===== config.mk =====
export PLATFORM = sky130hd
export DESIGN_NAME = bytebeat_pcm_mixer
export DESIGN_NICKNAME = d
export VERILOG_FILES = /design/src/rtl/bytebeat_pcm_mixer.sv
export SDC_FILE = /design/constraint.sdc
export NUM_CORES = 1
export LEC_CHECK = 0
export ABC_AREA = 1
export CAP_MARGIN = 0
export CORE_MARGIN = 1
export CORE_UTILIZATION = 65
export CTS_BUF_LIST = sky130_fd_sc_hd__clkbuf_8
export DETAILED_ROUTE_END_ITERATION = 16
export DONT_BUFFER_PORTS = 1
export GPL_TIMING_DRIVEN = 0
export PLACE_DENSITY = 0.81
export SKIP_CTS_REPAIR_TIMING = 1
export SYNTH_ARGS = -nofsm -noshare
export SYNTH_HDL_FRONTEND = slang
export SYNTH_SLANG_ARGS = --single-unit

===== constraint.sdc =====
create_clock -name clk -period 3.3 [get_ports clk]
set_clock_uncertainty 0.15 [all_clocks]
set_input_delay 0.495 -clock clk [delete_from_list [all_inputs] [get_ports clk]]
set_output_delay 0.495 -clock clk [all_outputs]
set_load 0.05 [all_outputs]

===== src/rtl/bytebeat_pcm_mixer.sv =====
// bytebeat_pcm_mixer
// Keeps the latest sample of each PCM input channel and, once per output
// sample period, sums the enabled channels as signed offsets from midscale
// (one channel per clock through a single adder), clips the sum and emits
// one unsigned mixed sample with a one-cycle valid strobe.
// Optional feature: define MIXER_GAIN_EN to add a 2-bit 'gain' input that
// arithmetic-shifts the accumulated sum right before clipping.
module bytebeat_pcm_mixer #(
    parameter int NUM_CH   = 8,
    parameter int W        = 8,
    parameter int TICK_DIV = 256
) (
    input  logic                clk,
    input  logic                rst_n,
    input  logic [NUM_CH*W-1:0] ch_pcm,
    input  logic [NUM_CH-1:0]   ch_vld,
    output logic [NUM_CH-1:0]   ch_rdy,
    input  logic [NUM_CH-1:0]   ch_en,
`ifdef MIXER_GAIN_EN
    input  logic [1:0]          gain,
`endif
    output logic [W-1:0]        mix_out,
    output logic                mix_vld,
    output logic                tick
);

    localparam int IW = (NUM_CH > 1) ? $clog2(NUM_CH) : 1;
    localparam int AW = W + $clog2(NUM_CH) + 1;
    localparam int CW = (TICK_DIV > 1) ? $clog2(TICK_DIV) : 1;

    localparam logic signed [AW-1:0] MID_A   = AW'(1 << (W - 1));
    localparam logic signed [AW-1:0] POS_LIM = AW'((1 << (W - 1)) - 1);
    localparam logic signed [AW-1:0] NEG_LIM = AW'(-(1 << (W - 1)));
    localparam logic [W-1:0]         MID_W   = W'(1 << (W - 1));

    typedef enum logic [1:0] {
        ST_IDLE = 2'd0,
        ST_ACC  = 2'd1,
        ST_SAT  = 2'd2
    } state_t;

    state_t                 state_r;
    state_t                 state_next_s;
    logic [IW-1:0]          idx_r;
    logic [IW-1:0]          idx_next_s;
    logic                   idx_last_s;
    logic [CW-1:0]          cnt_r;
    logic                   tick_r;
    logic [NUM_CH-1:0]      en_q_r;
    logic [NUM_CH-1:0]      rdy_r;
    logic [W-1:0]           hold_r [NUM_CH];
    logic signed [AW-1:0]   acc_r;
    logic signed [AW-1:0]   term_s;
    logic signed [AW-1:0]   shifted_s;
    logic [W-1:0]           sat_s;
    logic [W-1:0]           mix_out_r;
    logic                   mix_vld_r;
`ifdef MIXER_GAIN_EN
    logic [1:0]             gain_q_r;
`endif

    assign ch_rdy  = rdy_r;
    assign mix_out = mix_out_r;
    assign mix_vld = mix_vld_r;
    assign tick    = tick_r;

    assign idx_last_s = (idx_r == IW'(NUM_CH - 1));

    // Free-running output period counter and registered wrap strobe.
    always_ff @(posedge clk) begin
        if (!rst_n) begin
            cnt_r  <= '0;
            tick_r <= 1'b0;
        end else begin
            tick_r <= (cnt_r == CW'(TICK_DIV - 1));
            if (cnt_r == CW'(TICK_DIV - 1)) begin
                cnt_r <= '0;
            end else begin
                cnt_r <= cnt_r + CW'(1);
            end
        end
    end

    // Next state and channel index of the sequential mix.
    always_comb begin
        state_next_s = state_r;
        idx_next_s   = idx_r;
        case (state_r)
            ST_IDLE: begin
                if (tick_r) begin
                    state_next_s = ST_ACC;
                    idx_next_s   = '0;
                end else begin
                    state_next_s = ST_IDLE;
                    idx_next_s   = idx_r;
                end
            end
            ST_ACC: begin
                idx_next_s = idx_r + IW'(1);
                if (idx_last_s) begin
                    state_next_s = ST_SAT;
                end else begin
                    state_next_s = ST_ACC;
                end
            end
            ST_SAT: begin
                state_next_s = ST_IDLE;
                idx_next_s   = '0;
            end
            default: begin
                state_next_s = ST_IDLE;
                idx_next_s   = '0;
            end
        endcase
    end

    // FSM state and index registers.
    always_ff @(posedge clk) begin
        if (!rst_n) begin
            state_r <= ST_IDLE;
            idx_r   <= '0;
        end else begin
            state_r <= state_next_s;
            idx_r   <= idx_next_s;
        end
    end

    // Ready is registered: only the channel being read by the adder next cycle is refused.
    always_ff @(posedge clk) begin
        if (!rst_n) begin
            rdy_r <= '1;
        end else begin
            for (int i = 0; i < NUM_CH; i++) begin
                rdy_r[i] <= !((state_next_s == ST_ACC) && (idx_next_s == IW'(i)));
            end
        end
    end

    // Latest-sample hold registers; a new accepted sample overwrites the old one.
    always_ff @(posedge clk) begin
        if (!rst_n) begin
            for (int i = 0; i < NUM_CH; i++) begin
                hold_r[i] <= MID_W;
            end
        end else begin
            for (int i = 0; i < NUM_CH; i++) begin
                if (ch_vld[i] && rdy_r[i]) begin
                    hold_r[i] <= ch_pcm[i*W +: W];
                end else begin
                    hold_r[i] <= hold_r[i];
                end
            end
        end
    end

    // Signed offset of the current channel, zero when that channel is disabled.
    always_comb begin
        term_s = '0;
        if (en_q_r[idx_r]) begin
            term_s = $signed({{(AW - W){1'b0}}, hold_r[idx_r]}) - MID_A;
        end else begin
            term_s = '0;
        end
    end

    // Optional attenuation, then clip to the signed sample range and re-bias to unsigned.
    always_comb begin
`ifdef MIXER_GAIN_EN
        shifted_s = acc_r >>> gain_q_r;
`else
        shifted_s = acc_r;
`endif
        sat_s = MID_W;
        if (shifted_s > POS_LIM) begin
            sat_s = '1;
        end else if (shifted_s < NEG_LIM) begin
            sat_s = '0;
        end else begin
            sat_s = shifted_s[W-1:0] ^ MID_W;
        end
    end

    // Mix datapath: enable snapshot, accumulation and output update.
    always_ff @(posedge clk) begin
        if (!rst_n) begin
            en_q_r    <= '0;
            acc_r     <= '0;
            mix_out_r <= MID_W;
            mix_vld_r <= 1'b0;
`ifdef MIXER_GAIN_EN
            gain_q_r  <= 2'd0;
`endif
        end else begin
            mix_vld_r <= 1'b0;
            case (state_r)
                ST_IDLE: begin
                    if (tick_r) begin
                        en_q_r   <= ch_en;
                        acc_r    <= '0;
`ifdef MIXER_GAIN_EN
                        gain_q_r <= gain;
`endif
                    end
                end
                ST_ACC: begin
                    acc_r <= acc_r + term_s;
                end
                ST_SAT: begin
                    mix_out_r <= sat_s;
                    mix_vld_r <= 1'b1;
                end
                default: begin
                    acc_r <= '0;
                end
            endcase
        end
    end

endmodule


## Yosys cells after proc, flatten, opt, wreduce, memory -nomap -nowiden

Memory sizes are Yosys's and may differ from the RTL's. A register that Yosys moved wholly into a read port is not among the register bits.
Cells that the tools add are included.

- Bits in registers: 51
- Bits in latches: 0
- Bits in writable memories: 64
- ROM bits: 0
- Output and inout port bits: 18
- Logic and storage cells: 173
- Memories kept: 1

Memories:

| name | words | width | rd ports | clocked after Yosys merged registers in | wr ports | line | text |
|---|---|---|---|---|---|---|---|
| hold_r | 8 | 8 | 1 | 1 | 8 | 51 | `logic [W-1:0] hold_r [NUM_CH];` |

- Add/subtract/negate cells: 4
- Multipliers: 0
- Divide/modulo/power cells: 0
- Magnitude comparators: 3
- Equality and inequality tests: 21
- Shift operators: 0
- Multiplexer cells: 79
- Bitwise logic cells: 19
- Reduce and logical (&&, ||, !) cells: 37

Operator list:

| kind | count |
|---|---|
| two-way mux 8 bit | 18 |
| two-way mux 1 bit | 52 |
| case mux 12 bit (3 select lines) | 1 |
| two-way mux 12 bit | 2 |
| AND reduction 2 bit | 10 |
| logical AND 1 bit | 16 |
| OR 1 bit | 16 |
| == test 3 bit (second input constant) | 5 |
| adder 12 bit | 1 |
| greater-than comparator 12 x 8 -> 1 bit (second input constant) | 1 |
| less-than comparator 12 x 8 -> 1 bit (second input constant) | 1 |
| subtractor 8 x 8 -> 9 bit (second input constant) | 1 |
| adder 8 x 1 -> 8 bit (second input constant) | 1 |
| == test 8 bit (second input constant) | 1 |
| logical NOT 1 bit | 8 |
| != test 0 bit | 8 |
| == test 3 x 2 -> 1 bit (second input constant) | 2 |
| two-way mux 3 bit | 2 |
| case mux 3 bit (2 select lines) | 1 |
| == test 2 x 1 -> 1 bit (second input constant) | 2 |
| less-than comparator 3 x 4 -> 1 bit (second input constant) | 1 |
| case mux 2 bit (2 select lines) | 1 |
| adder 3 x 1 -> 3 bit (second input constant) | 1 |
| binary-select mux 1 bit (select 3 bit) | 1 |
| 8 further kinds | 10 |

## Depth between registers and ports, before layout

Gate-level depths: netlist of the first run.

- Depth after elaboration: 6
- Depth in mapped cells: 19
- Gate-level depth less buffers: 18

## Worst setup path before layout of the first run

Ideal clock, no wire load.

- Path type: flip-flop to flip-flop
- From: register idx_r[0]
- To: register acc_r[8]
- Data arrival time: 2.345 ns
- Data required time: 3.079 ns
- Slack: 0.735 ns
- Cell stages (with the launch flop): 19
- Cell sequence: dfxtp_1 -> inv_2 -> buf_2 -> buf_2 -> o21ai_0 -> o22ai_1 -> nand2_1 -> nand2_1 -> nand2_1 -> inv_1 -> ha_1 -> fa_1 -> nand3_1 -> nand2_1 -> nand4_1 -> nand2_1 -> a21oi_1 -> o21ai_0 -> a21oi_1

- Word-level cells in the longest chain between the ends: 5

Ends and longest elaborated chain:

| item | line | text |
|---|---|---|
| from (decl) | 44 | `logic [IW-1:0] idx_r;` |
| from (signal assigned) | 124 | `idx_r <= idx_next_s;` |
| binary-select mux 1 bit (select 3 bit) | 159 | `if (en_q_r[idx_r]) begin` |
| two-way mux 1 bit (not written as such) | 159 |  |
| two-way mux 12 bit | 159 |  |
| adder 12 bit | 206 | `acc_r <= acc_r + term_s;` |
| case mux 12 bit (3 select lines) | 195 | `case (state_r)` |
| to (signal assigned) | 206 |  |
| to (decl) | 52 | `logic signed [AW-1:0] acc_r;` |

Every way passes these cells. The select of a mux whose other input is x is not followed.
A chain may end at the register's enable or synchronous reset.

## Worst setup path after layout of the first run

- From: register idx_r[0]
- To: register acc_r[6]

Same word-level chain as after synthesis.

==> flow_summary.json, run 1 <==
{
  "status": "complete, no violations",
  "peakVddDrop_uv": 285,
  "drt_iter0_drc": 388,
  "vias": 4659,
  "drc_errors": 0,
  "cpMaxStageDelayCell": "dfxtp_2",
  "grtUsageMet2_pct": 53.1,
  "reg2reg_from": "idx_r[0]$_SDFF_PN0_",
  "cp_max_fo": 10,
  "yosysTopAreaCell": "edfxtp_1",
  "area_growth_pct": 9.58,
  "grt_max_degree": 17,
  "cp_slowest_stage_delay_ns": 0.38,
  "synthTopCellsByArea": "edfxtp_1 34%, dfxtp_1 18%, nand2_1 9.0%",
  "io-pin-count": 100,
  "startpoint_type": "flip-flop",
  "drive_gt1_share_pct": 9.19,
  "grt_use_met3_pct": 7.97,
  "fin_hold_ws_ns": 0.0705,
  "arrival_ns": 3.25,
  "gp_congestion": 0.928,
  "num_rows": 33,
  "use_met1_pct": 40.1,
  "busiest_layer": "met2",
  "drtAntennaViolNets": 0,
  "stdcell_area_sq_um": 6110,
  "vias_per_cell": 5.66,
  "ys_top_cells_by_count": "133 x nand2_1, 113 x inv_1, 97 x nor2_1, 64 x edfxtp_1, 58 x o21ai_0",
  "hold_path.class": "in2reg",
  "holdPathStages": 2,
  "numCtsBuffers": 17,
  "synth_top_area_share_pct": 34.5,
  "synth_seq_cells": 115,
  "slew_viol_final": 0,
  "period_minus_slack_ns": 3.11,
  "antenna_found_initial": 0,
  "hpwlAfterDp_um": 9840,
  "clk_pin_slew_worst_paths_ns": 0.07,
  "synth_nets": 784,
  "grt_overflow_total": 0,
  "grt_pass1_wl_um": 21200,
  "timing_hold_violations_final": 0,
  "setup_viol": 0,
  "multi_input_area_sq_um": 2090,
  "reg2regPathDepth": 16,
  "cts_tree": "done",
  "synth_edf_count": 64,
  "ctsRootBufferMaster": "clkbuf_8",
  "insertedDiodeCount": 0,
  "synth_cell_types": 40,
  "portBuffers": 0,
  "drtPass1Iterations": 5,
  "critPathTopFamily": "compound AO/OA/AOI/OAI gates",
  "core_sq_um": 8260,
  "yosys_warnings": 0,
  "max_freq_mhz": 322,
  "dieArea_sq_um": 8950,
  "clock_latency_ns": 0.43,
  "grt_usage_pct": 31.7,
  "start_util_pct": 67.5,
  "power_density_nw_per_um2": 498,
  "cts.htree.levels": 4,
  "async_flop_share_pct": 0,
  "tightestPinTransition_ns": 1.20,
  "drv_cap": 0,
  "cp_common_cell": "nand2_1",
  "die_w_um": 94.6,
  "cp.required_ns": 3.44,
  "dieHeight_um": 94.6,
  "worstPathCellList": "inv_2 > buf_2 > buf_2 > o21ai_0 > o22ai_1 > nand2_1 > nand2_1 > nand2_1 > inv_1 > ha_1 > a21o_1 > o21bai_1 > a21o_1 > or2_0 > nand3_1 > a21oi_1",
  "post_drt_wl_per_cell_um": 15.8,
  "nFillCells": 653,
  "fin_crit_sh_pct": 94.2,
  "syn_area_per_cell_sq_um": 8.12,
  "synth_most_common_cell": "nand2_1",
  "ys_seq_area_share_pct": 52.8,
  "total_leakage_power_nw": 2.91,
  "holdPathEnd": "en_q_r[4]$_SDFFE_PN0P_",
  "cts.sinks": 115,
  "synthesis.area_sq_um": 5580,
  "path_buf_inv": 4,
  "hold_start": "rst_n",
  "reg2reg_to": "acc_r[6]$_SDFFE_PN0P_",
  "grt_pass1_vias": 4580,
  "dp.cells": 792,
  "worstSetupPathType": "reg2reg",
  "ys.flop_type": "edfxtp_1",
  "cts_buffer_depth": 2,
  "syn_inst": 687,
  "end_kind": "flip-flop",
  "final_cells": 823,
  "fin_nets": 802,
  "max_slew_margin_pct": 19.2,
  "placed_area_sq_um": 5710,
  "rsz0062_at_grt": "yes",
  "rrSetupSlack_ns": 0.19,
  "regArea_sq_um": 2940,
  "totalWireLength_um": 13000
}
## cell families (layout without fill, tap and decap cells)
logic type,Yosys count,after routing,share of synthesized area [%]
buffers and inverters,140,171,9.76
and+or+nand+nor,288,288,21.4
DFF,115,115,52.8
adders and majority gates,15,15,3.50
AOI/OAI and AO/OA,128,128,12.4
xor gates and xnor gates,1,1,0.157
## worst register-to-register path, cell delays in order (launching register included)
cell	delay, ns
dfxtp_2	0.38
inv_2	0.11
buf_2	0.19
buf_2	0.19
o21ai_0	0.29
o22ai_1	0.13
nand2_1	0.10
nand2_1	0.08
nand2_1	0.06
inv_1	0.04
ha_1	0.34
a21o_1	0.22
o21bai_1	0.18
a21o_1	0.17
or2_0	0.19
nand3_1	0.08
a21oi_1	0.07
## area by class of cell
| cell class | count | share of cell area (%) |
|---|---|---|
| flip-flops and latches | 115 | 48.2 |
| multi-input cells | 432 | 34.2 |
| inverters | 121 | 7.43 |
| clock buffers | 17 | 3.83 |
| clock inverters | 15 | 2.76 |
| well taps | 105 | 2.15 |
| plain buffers | 18 | 1.41 |
## worst max path at each step
stage / startpoint / to / slack, ns / depth (start not counted)
2_1_floorplan: idx_r[0]$_SDFF_PN0_ / acc_r[8]$_SDFFE_PN0P_ / 0.73 / 18
3_3_place_gp: idx_r[0]$_SDFF_PN0_ / acc_r[8]$_SDFFE_PN0P_ / 0.23 / 18
3_5_place_dp: idx_r[0]$_SDFF_PN0_ / acc_r[6]$_SDFFE_PN0P_ / 0.20 / 16
4_1_cts: idx_r[0]$_SDFF_PN0_ / acc_r[6]$_SDFFE_PN0P_ / 0.15 / 16
5_1_grt: idx_r[0]$_SDFF_PN0_ / acc_r[11]$_SDFFE_PN0P_ / -0.003 / 19
6_report: idx_r[0]$_SDFF_PN0_ / acc_r[6]$_SDFFE_PN0P_ / 0.19 / 16
## through the flow
| step | power [mW] | util, % | TNS [ns] | worst slack (ns) |
|---|---|---|---|---|
| floorplan | 1.70 | - | 0 | 0.735 |
| global placement | 1.73 | 69.1 | 0 | 0.232 |
| detailed placement | 1.74 | 69.1 | 0 | 0.198 |
| CTS | 3.05 | 74.0 | 0 | 0.152 |
| global route | 3.13 | 74.0 | -0.00325 | -0.00325 |
| finish | 3.04 | 74.0 | 0 | 0.190 |
## placed cells by master, fill, tap and decap left out, types with 3 or more instances in the layout
cell | netlist | layout
nand2_1 | 133 | 133
inv_1 | 113 | 116
nor2_1 | 97 | 97
edfxtp_1 | 64 | 64
o21ai_0 | 58 | 57
dfxtp_1 | 51 | 50
a21oi_1 | 42 | 42
nand3_1 | 24 | 24
clkbuf_8 | 0 | 17
o22ai_1 | 14 | 14
ha_1 | 14 | 14
buf_2 | 9 | 9
nor3_1 | 9 | 9
inv_2 | 7 | 7
or2_2 | 7 | 7
clkbuf_1 | 7 | 6
nand2_2 | 5 | 5
o21ai_1 | 2 | 3
nand4_1 | 3 | 3
bufinv_16 | 0 | 3
inv_6 | 0 | 3
clkinvlp_4 | 0 | 3
## routing by layer
| metal | vias to the layer above | wire length, um |
|---|---|---|
| met5 | - | 0 |
| met4 | 0 | 244 |
| met3 | 24 | 1040 |
| met2 | 221 | 6310 |
| met1 | 2158 | 5420 |
| li1 | 2256 | - |
## registers in the layout, summed over array words and instances (netlist names)
| signal | cells |
|---|---|
| mix_vld | 1 |
| ch_rdy | 8 |
| tick | 1 |
| hold_r | 64 |
| state_r | 2 |
| idx_r | 3 |
| acc_r | 12 |
| mix_out | 8 |
| cnt_r | 8 |
| en_q_r | 8 |
## power breakdown
group          switching (mW)  total [mW]  internal (mW)
Sequential             0.0198        1.59           1.57
Combinational          0.0817       0.114         0.0324
Clock                   0.590        1.33          0.743
Note: power is estimated with default switching activity, not from simulation.
==> run 2: changes to the inputs <==
- CORE_UTILIZATION: 65 -> 39
- PLACE_DENSITY: 0.81 -> unset
==> run 2 against run 1 <==
Against the previous run:
- cell count is 9.1% higher
- clock power is essentially flat
- first-iteration DRC count down 7.7%
- via count fell by 4.0%
- register-to-register slack better by 0.06 ns
- sequential power barely moved
- routed wire length grew 3.6%
- core utilization shrank 29 points
- global-route usage down 12 points
- sequential share of layout area down 0.75 points
- flip-flop and latch count is the same
- critical path depth grew 2
==> flow_summary.json, run 2 (synthesized netlist as in run 1, its figures left out) <==
{
  "drtPass1Iterations": 5,
  "numCtsBuffers": 17,
  "hold_path.class": "in2reg",
  "start_util_pct": 40.0,
  "vias": 4473,
  "power_density_nw_per_um2": 489,
  "cp_max_fo": 19,
  "grt_max_degree": 17,
  "fin_setup_tns_ns": 0,
  "max_slew_margin_pct": 19.9,
  "hold_start": "rst_n",
  "area_growth_pct": 11.3,
  "total_leakage_power_nw": 2.91,
  "io-pin-count": 100,
  "ctsRootBufferMaster": "clkbuf_8",
  "clk_pin_slew_worst_paths_ns": 0.07,
  "die_w_um": 122,
  "rsz0062_at_grt": "no",
  "startpoint_type": "flip-flop",
  "arrival_ns": 3.27,
  "drc_errors": 0,
  "fin_nets": 800,
  "grt_pass1_wl_um": 21400,
  "cts.sinks": 115,
  "tightestPinTransition_ns": 1.19,
  "vias_per_cell": 4.98,
  "grt_pass1_vias": 4412,
  "reg2reg_from": "idx_r[0]$_SDFF_PN0_",
  "period_minus_slack_ns": 3.05,
  "grt_overflow_total": 0,
  "slew_viol_final": 0,
  "status": "complete, no violations",
  "drive_gt1_share_pct": 9.22,
  "grt_usage_pct": 19.5,
  "gp_congestion": 0.890,
  "fin_hold_ws_ns": 0.0525,
  "drtAntennaViolNets": 0,
  "dieArea_sq_um": 14800,
  "timing_hold_violations_final": 0,
  "cts_tree": "done",
  "drv_cap": 0,
  "stdcell_area_sq_um": 6200,
  "hpwlAfterDp_um": 10400,
  "worstSetupPathType": "reg2reg",
  "mostFrequentLayoutCells": "133 x nand2_1, 114 x inv_1, 97 x nor2_1",
  "final_common_cell": "nand2_1",
  "cts_buffer_depth": 2,
  "top_regs": "hold_r: 64 flops, acc_r: 12 flops",
  "clock_latency_ns": 0.43,
  "core_sq_um": 13900,
  "post_drt_wl_per_cell_um": 15.0,
  "num_rows": 43,
  "placed_area_sq_um": 5800,
  "crit_start": "idx_r[0]$_SDFF_PN0_",
  "final_cells": 898,
  "largest_reg_flops": 64,
  "dieHeight_um": 122,
  "cts.htree.levels": 4,
  "totalWireLength_um": 13500,
  "antenna_found_initial": 2,
  "portBuffers": 0,
  "max_freq_mhz": 328,
  "max_flop_register": "hold_r",
  "drt_iter0_drc": 358,
  "end_kind": "flip-flop",
  "setup_viol": 0,
  "peakVddDrop_uv": 251,
  "cp.required_ns": 3.52,
  "dp.cells": 867,
  "fin_crit_sh_pct": 92.5
}
==> run 2: changes by cell type in the layout (fill, tap and decap cells not counted), sizes merged <==
| cell | delta |
|---|---|
| buf | -3 |
| clkinvlp | -1 |
| clkinv | +6 |
| diode | +2 |
| inv | -5 |
| clkbuf | +1 |
==> run 2: final cells by class <==
| class | instances | area [sq um] |
|---|---|---|
| sequential | 115 | 2940 |
| clock buffer | 17 | 234 |
| antenna | 2 | 5.00 |
| buffer | 16 | 83.8 |
| clock inverter | 15 | 168 |
| multi-input combinational | 432 | 2090 |
| tap | 180 | 225 |
| inverter | 121 | 454 |
| fill | 1376 | 7730 |
==> run 2: worst paths after layout <==
check / cells past startpoint / end / slack (ns)
setup / recovery: 18 / acc_r[11]$_SDFFE_PN0P_ / 0.25
hold / removal: 2 / en_q_r[4]$_SDFFE_PN0P_ / 0.05
setup reg to reg: 18 / acc_r[11]$_SDFFE_PN0P_ / 0.25
hold reg to reg: 1 / cnt_r[0]$_SDFF_PP0_ / 0.30
==> run 2: metal layers <==
metal  track usage (%)  wire [um]  vias up  share of wire (%)
li1                  -          -     2252                  -
met1              25.0       6090     2058                 45
met2              32.0       6450      144                 48
met3              4.35        723       19                5.4
met4              7.25        217        0                1.6
met5                 0          0        -                  0
==> run 2: power breakdown <==
| part | switching, mW | total (mW) | internal [mW] |
|---|---|---|---|
| Clock | 0.589 | 1.33 | 0.739 |
| Combinational | 0.0805 | 0.113 | 0.0322 |
| Sequential | 0.0176 | 1.59 | 1.57 |
| Total | 0.687 | 3.03 | 2.34 |
==> run 2: worst max-delay path, cell delays in order, from the launching register on <==
cell and delay (ns):
dfxtp_1 0.41, buf_6 0.22, buf_2 0.24, o21ai_0 0.13, o22ai_1 0.26, nand2_1 0.10
nand2_1 0.07, nand2_1 0.05, inv_1 0.06, ha_1 0.28, a21oi_1 0.24, o21ai_0 0.17
nand2_1 0.09, nand2_1 0.06, nor2_1 0.15, inv_1 0.06, nand2_1 0.06, nand3_1 0.08
a21oi_2 0.11
==> run 2: metrics by stage <==
step	util [%]	total power [mW]	setup WS, ns
after global routing	44.5	3.13	0.000239
after global placement	41.6	1.73	0.277
after CTS	44.5	3.05	0.145
after floorplan	-	1.70	0.735
final	44.5	3.03	0.247
after detailed placement	41.6	1.74	0.170
